==> config.mk <==
export PLATFORM = sky130hd
export DESIGN_NAME = video_capture
export DESIGN_NICKNAME = d
export VERILOG_FILES = /design/src/rtl/video_capture.sv
export SDC_FILE = /design/constraint.sdc
export NUM_CORES = 1
export LEC_CHECK = 0
export ABC_AREA = 1
export ABC_CLOCK_PERIOD_IN_PS = 2350
export BUFFER_PORTS_ARGS = -buffer_cell sky130_fd_sc_hd__buf_2
export CORE_AREA = 5 5 199 201
export DETAILED_ROUTE_END_ITERATION = 12
export DIE_AREA = 0 0 204 206
export GPL_TIMING_DRIVEN = 0
export REMOVE_ABC_BUFFERS = 1
export SLEW_MARGIN = 10
export SYNTH_ARGS = -nofsm -noshare
export SYNTH_HDL_FRONTEND = slang
export SYNTH_SLANG_ARGS = --single-unit
==> constraint.sdc <==
create_clock -name CLOCK_50 -period 2.35 [get_ports CLOCK_50]
set_input_delay 0.47 -clock CLOCK_50 [delete_from_list [all_inputs] [get_ports CLOCK_50]]
set_output_delay 0.47 -clock CLOCK_50 [all_outputs]
set_load 0.03 [all_outputs]
==> src/rtl/video_capture.sv <==
// Purpose: window, decimate and tag a VGA pixel stream as (x,y,r,g,b) records.
// Latency: out_valid rises 2 CLOCK_50 cycles after the pix_en sampling edge (FIFO empty).
// Backpressure: out_valid/out_ready FIFO; a record arriving while full is dropped and sets overflow.
module video_capture #(
  parameter int WIDTH      = 640,
  parameter int HEIGHT     = 480,
  parameter int FIFO_DEPTH = 4
) (
  input  logic       CLOCK_50,
  input  logic       reset_n,
  input  logic       pix_en,
  input  logic       vid_hs,
  input  logic       vid_vs,
  input  logic       vid_de,
  input  logic [7:0] vid_r,
  input  logic [7:0] vid_g,
  input  logic [7:0] vid_b,
  output logic [9:0] out_x,
  output logic [8:0] out_y,
  output logic [7:0] out_r,
  output logic [7:0] out_g,
  output logic [7:0] out_b,
  output logic       out_valid,
  input  logic       out_ready,
  output logic       frame_start,
  output logic       frame_done,
  output logic       frame_abort,
  output logic       overflow,
  input  logic       ovf_clear
);

  localparam int BLOCK   = ((640 / WIDTH) < (480 / HEIGHT)) ? (640 / WIDTH) : (480 / HEIGHT);
  localparam int X_START = (640 - WIDTH * BLOCK) / 2;
  localparam int Y_START = (480 - HEIGHT * BLOCK) / 2;
  localparam int AW      = $clog2(FIFO_DEPTH);

  localparam logic [9:0] X_LO   = 10'(X_START);
  localparam logic [9:0] Y_LO   = 10'(Y_START);
  localparam logic [9:0] X_SPAN = 10'(WIDTH * BLOCK);
  localparam logic [9:0] Y_SPAN = 10'(HEIGHT * BLOCK);
  localparam logic [9:0] BLK_M1 = 10'(BLOCK - 1);
  localparam logic [9:0] X_LAST = 10'(WIDTH - 1);
  localparam logic [8:0] Y_LAST = 9'(HEIGHT - 1);

  typedef enum logic [1:0] {SEEK, ARMED, CAPTURE} state_t;

  typedef struct packed {
    logic [9:0] x;
    logic [8:0] y;
    logic [7:0] r;
    logic [7:0] g;
    logic [7:0] b;
  } rec_t;

  // Input stage: current and previous pix_en samples.
  logic       s_vld, s_hs, s_vs, s_de, p_vs, p_de;
  logic [7:0] s_r, s_g, s_b;

  // Counters: raw position, decimation phase and logical position.
  logic [9:0] cx, cy, xd, yd, lx;
  logic [8:0] ly;
  logic [9:0] cx_off, cy_off;
  logic       x_in, y_in, vs_fall, de_fall, samp, first_px;

  state_t state, state_nx;
  logic   cap, push, last, first, abort;

  // Push stage and FIFO.
  rec_t          rec_q;
  logic          rec_vld, fs_q, fd_q, fa_q;
  rec_t          mem [FIFO_DEPTH];
  logic [AW:0]   wr_ptr, rd_ptr;
  logic          full, pop, wr_en, drop;
  rec_t          head;

  // hsync is captured for future line-timing use; nothing consumes it yet.
  logic unused_hs;
  assign unused_hs = s_hs;

  // Register the stream only on pix_en; s_vld marks the cycle after a sample.
  always_ff @(posedge CLOCK_50 or negedge reset_n) begin
    if (!reset_n) begin
      s_vld <= 1'b0;
      s_hs  <= 1'b0;
      s_vs  <= 1'b0;
      s_de  <= 1'b0;
      p_vs  <= 1'b0;
      p_de  <= 1'b0;
      s_r   <= '0;
      s_g   <= '0;
      s_b   <= '0;
    end else begin
      s_vld <= pix_en;
      if (pix_en) begin
        p_vs <= s_vs;
        p_de <= s_de;
        s_hs <= vid_hs;
        s_vs <= vid_vs;
        s_de <= vid_de;
        s_r  <= vid_r;
        s_g  <= vid_g;
        s_b  <= vid_b;
      end
    end
  end

  // Offsets wrap below the window start, so a single compare covers both bounds.
  assign cx_off   = cx - X_LO;
  assign cy_off   = cy - Y_LO;
  assign x_in     = cx_off < X_SPAN;
  assign y_in     = cy_off < Y_SPAN;
  assign vs_fall  = s_vld & p_vs & ~s_vs;
  assign de_fall  = s_vld & p_de & ~s_de;
  assign samp     = s_vld & s_de & x_in & y_in & (xd == '0) & (yd == '0);
  assign first_px = s_vld & s_de & (cx == '0) & (cy == '0);

  // Raw, decimation and logical counters; a vsync falling edge restarts everything.
  always_ff @(posedge CLOCK_50 or negedge reset_n) begin
    if (!reset_n) begin
      cx <= '0;
      cy <= '0;
      xd <= '0;
      yd <= '0;
      lx <= '0;
      ly <= '0;
    end else if (s_vld) begin
      if (vs_fall) begin
        cx <= '0;
        cy <= '0;
        xd <= '0;
        yd <= '0;
        lx <= '0;
        ly <= '0;
      end else begin
        if (s_de) begin
          cx <= cx + 10'd1;
          if (x_in) begin
            xd <= (xd == BLK_M1) ? '0 : xd + 10'd1;
            if (xd == BLK_M1) lx <= lx + 10'd1;
          end
        end else begin
          cx <= '0;
          xd <= '0;
          lx <= '0;
        end
        if (de_fall) begin
          cy <= cy + 10'd1;
          if (y_in) begin
            yd <= (yd == BLK_M1) ? '0 : yd + 10'd1;
            if (yd == BLK_M1) ly <= ly + 9'd1;
          end
        end
      end
    end
  end

  // Frame alignment state register.
  always_ff @(posedge CLOCK_50 or negedge reset_n) begin
    if (!reset_n) state <= SEEK;
    else          state <= state_nx;
  end

  // ARMED only starts on the first pixel of a frame, so trailing lines after
  // frame_done cannot start a bogus capture that later aborts.
  always_comb begin
    state_nx = state;
    cap      = 1'b0;
    abort    = 1'b0;
    case (state)
      SEEK:    if (vs_fall) state_nx = ARMED;
      ARMED:   if (!vs_fall && first_px) begin
                 state_nx = CAPTURE;
                 cap      = 1'b1;
               end
      CAPTURE: if (vs_fall) begin
                 abort    = 1'b1;
                 state_nx = ARMED;
               end else begin
                 cap = 1'b1;
               end
      default: state_nx = SEEK;
    endcase
    push  = cap & samp;
    last  = push & (lx == X_LAST) & (ly == Y_LAST);
    first = push & (lx == '0) & (ly == '0);
    if (last) state_nx = ARMED;
  end

  // Push stage: record and frame pulses are presented together to the FIFO.
  always_ff @(posedge CLOCK_50 or negedge reset_n) begin
    if (!reset_n) begin
      rec_q   <= '0;
      rec_vld <= 1'b0;
      fs_q    <= 1'b0;
      fd_q    <= 1'b0;
      fa_q    <= 1'b0;
    end else begin
      rec_vld <= push;
      fs_q    <= first;
      fd_q    <= last;
      fa_q    <= abort;
      if (push) rec_q <= '{x: lx, y: ly, r: s_r, g: s_g, b: s_b};
    end
  end

  assign frame_start = fs_q;
  assign frame_done  = fd_q;
  assign frame_abort = fa_q;

  assign full      = (wr_ptr[AW] != rd_ptr[AW]) && (wr_ptr[AW-1:0] == rd_ptr[AW-1:0]);
  assign out_valid = (wr_ptr != rd_ptr);
  assign pop       = out_valid & out_ready;
  assign wr_en     = rec_vld & (~full | pop);
  assign drop      = rec_vld & full & ~pop;
  assign head      = mem[rd_ptr[AW-1:0]];
  assign out_x     = head.x;
  assign out_y     = head.y;
  assign out_r     = head.r;
  assign out_g     = head.g;
  assign out_b     = head.b;

  // FIFO storage is reset so an empty head reads as zero rather than X.
  always_ff @(posedge CLOCK_50 or negedge reset_n) begin
    if (!reset_n) begin
      for (int i = 0; i < FIFO_DEPTH; i++) mem[i] <= '0;
    end else if (wr_en) begin
      mem[wr_ptr[AW-1:0]] <= rec_q;
    end
  end

  // FIFO pointers; simultaneous push and pop on a full FIFO both proceed.
  always_ff @(posedge CLOCK_50 or negedge reset_n) begin
    if (!reset_n) begin
      wr_ptr <= '0;
      rd_ptr <= '0;
    end else begin
      if (wr_en) wr_ptr <= wr_ptr + 1'b1;
      if (pop)   rd_ptr <= rd_ptr + 1'b1;
    end
  end

  // Sticky overflow; a drop in the same cycle as ovf_clear keeps it set.
  always_ff @(posedge CLOCK_50 or negedge reset_n) begin
    if (!reset_n)       overflow <= 1'b0;
    else if (drop)      overflow <= 1'b1;
    else if (ovf_clear) overflow <= 1'b0;
  end

endmodule

==> flow_summary.toml <==
[critical_path]
cp_common_cell = "buf_12"
r2r_end = "mem[66]"
cp_num_buf_inv = 6
rr_worst_depth = 8
crit_family = "buffers and inverters"
cp_slowest_cell = "dfrtp_4"
crit_arrival_ns = 2.04
required_ns = 1.88
cpPeakStageDelay_ns = 0.50
cp-start-kind = "flip-flop"
critPathMaxFanout = 6
r2r-start = "rd_ptr[0]"
end_kind = "output pin"
critical_path_class = "flip-flop to output pin"
crit_chain = "buf_12 -> inv_16 -> buf_12 -> buf_16 -> buf_12 -> o21ai_4 -> o22ai_4 -> buf_6"
r2r_slack_ns = 0.02

[drt]
wire_per_inst_um = 20.8
vias = 10900
ant_nets = 0
via_per_inst = 5.27
drc = 0
drt_first_pass_iters = 5
wirelength_um = 43000
drt_iter0_drc = 721

[pwr]
p_seq_share_pct = 28.7
power_frac_clock_pct = 26.9
p_leak_nw = 9.12
p_comb_share_pct = 44.4
switching_power_w = 0.00833
swShare_pct = 37.7
peakVddDrop_mv = 0.481
internal-power_w = 0.0138
power.density_mw_per_mm2 = 1120

[grt]
grt_pass1_wl_um = 62900
grt_max_degree = 99
track_usage_pct = 19.0
grt_overflow_total = 0
antenna_found_initial = 0
grt_pass1_vias = 10800

[clock_network]
cts_tree = "done"
path_clk_slew_ns = 0.06
cts_buffer_depth = 3
cts_sinks = 316
cts_htree_levels = 2
cts_buffers = 36
cts_root_buf = "clkbuf_16"
clock_latency_ns = 0.54

[run_status]
outcome = "finished with violations"
violations = "setup timing"

[layout]
fill_cells = 3077
drive_gt1_share_pct = 36.6
regArea_mm2 = 0.00792
multi_input_area_mm2 = 0.00713
stdcell_count = 2072
synthToLayoutAreaGrowth_pct = 32.2
fin_nets = 1588
diodes = 0

[timing]
finalHoldViolations = 0
clock.fmax_mhz = 399
rsz0062_at_grt = "yes"
worst_pin_slew_ns = 1.15
whs_ns = 0.135
setup_ws_ns = -0.157
min_period_over_period_pct = 107
slew_viol_final = 0
maxSlewHeadroom_pct = 23.5
min_period_ns = 2.51
setup_viol = 41
fin_skew_ns = 0.0316

[floorplanning]
dieHeight_um = 206
core_mm2 = 0.0374
io_pins = 80
die_w_um = 204
die_area_mm2 = 0.0420
start_util_pct = 39.8
fp-row-count = 71

[hold_path]
whs_path_depth = 2
hold_path_end = "overflow"
worstHoldStart = "ovf_clear"
hold_class = "input port to flip-flop"

[yosys]
synth-xor-area-share_pct = 0.816
ys_warn_count = 0
yosys.area_share.simple_pct = 12.0
synth_compound_area_share_pct = 9.96
synth_top_family_by_area = "multiplexers"
synth-edff-count = 0
yosysSeqAreaShare_pct = 53.1
synthFlopType = "dfrtp_1"
ys_ff_latch = 316
syn_inst = 1374
synthAdderAreaFrac_pct = 1.77
synth_area_mm2 = 0.0149
muxShareOfSynthArea_pct = 17.0
synth_cell_type_count = 45
ys_async_sr_fraction_pct = 100
syn_area_per_cell_um2 = 10.8

[place]
io_buffers = 78
place_inst = 1907
hpwl_um = 18900
gp_congestion = 0.803

[job]
drv_cap = 0
layout by cell type, fill, tap and decap left out, types with 29 or more instances in the layout:
master	Yosys	routed
dfrtp_1	316	313
mux2_4	159	159
nand2_1	153	152
nor2_1	168	124
o21ai_0	189	116
inv_1	99	98
buf_6	16	50
nor2_4	3	41
clkbuf_16	0	38
o21ai_2	1	34
buf_2	6	33
o21ai_1	0	31
a21oi_1	30	30
buf_12	0	30
nand3_1	29	29
synth_stat cells (4+ instances only):
master / instances / area (um^2)
nand3_1: 29 / 145
buf_2: 6 / 30.0
nor2_1: 168 / 631
mux2_2: 13 / 146
inv_1: 99 / 372
nand4_1: 10 / 62.6
buf_6: 16 / 180
clkbuf_1: 34 / 128
nand2_2: 4 / 25.0
dfrtp_1: 316 / 7910
xor2_1: 9 / 78.8
nor2_8: 4 / 80.1
mux2_4: 159 / 2390
buf_4: 5 / 37.5
nor3_1: 18 / 90.1
o22ai_1: 45 / 282
o21ai_0: 189 / 946
ha_1: 21 / 263
nand2_1: 153 / 574
a21oi_1: 30 / 150
inv_2: 7 / 26.3
layout make-up:
class,instances,area share [%]
clock buffers,53,5.41
repair inverters,6,0.515
well taps,511,3.25
clock inverters,11,0.897
multi-input cells,901,36.2
repair buffers,168,11.3
flip-flops and latches,316,40.2
inverters,106,2.19
through the flow:
stage	util [%]	worst slack [ns]	area, um^2	setup TNS (ns)	power, W
global route	52.6	-0.197	19700	-5.12	0.0229
detailed placement	42.1	-1.01	15700	-171.83	0.0114
finish	52.6	-0.157	19700	-3.30	0.0221
floorplan	-	-1.32	14500	-265.98	0.00956
CTS	50.2	-0.186	18800	-12.83	0.0211
global placement	41.5	-5.30	15500	-2468.56	0.0112
worst max-delay path by stage:
stage	to	slack (ns)	startpoint	cells after the start
2_1_floorplan	mem[15]	-1.32	rd_ptr[0]	6
3_3_place_gp	yd[3]	-5.30	reset_n	1
3_5_place_dp	mem[15]	-1.01	rd_ptr[0]	7
4_1_cts	out_b[4]	-0.19	rd_ptr[0]	8
5_1_grt	out_y[0]	-0.20	rd_ptr[0]	8
6_report	out_x[1]	-0.16	rd_ptr[1]	8
registers in the layout, indices dropped and copies added (netlist names), 2 cells and up:
register	flops
mem	172
rec_q	43
cx	10
cy	10
lx	10
xd	10
yd	10
ly	9
s_b	8
s_g	8
s_r	8
rd_ptr	3
wr_ptr	3
state	2
per-layer routing:
layer	up-vias	GRT usage, %	part of all wire (%)
li1	4998	-	-
met1	5519	25.5	43
met2	310	31.6	48
met3	100	3.11	5.1
met4	0	6.25	3.9
met5	-	0	0
repair_timing:
action,CTS,global route
pin swaps,44,54
buffers inserted,35,35
endpoints found under the setup margin,248,296
gates cloned,32,5
gates resized for setup,261,145
hold buffers,1,0
endpoints found under the hold margin,45,0
power by group through the flow:
stage / clock, W / combinational [W] / sequential [W]
after floorplan: 0 / 0.00313 / 0.00643
after global placement: 0 / 0.00447 / 0.00675
after detailed placement: 0 / 0.00495 / 0.00648
after CTS: 0.00600 / 0.00880 / 0.00631
after global routing: 0.00623 / 0.0103 / 0.00640
final: 0.00594 / 0.00981 / 0.00634
kinds of logic after synthesis:
logic type / Yosys count
buffers and inverters: 170
and+or+nand+nor: 404
xor gates and xnor gates: 13
DFF: 316
adders and majority gates: 21
muxes: 172
AOI/OAI and AO/OA: 278
Power figures use the tool's default switching activity.
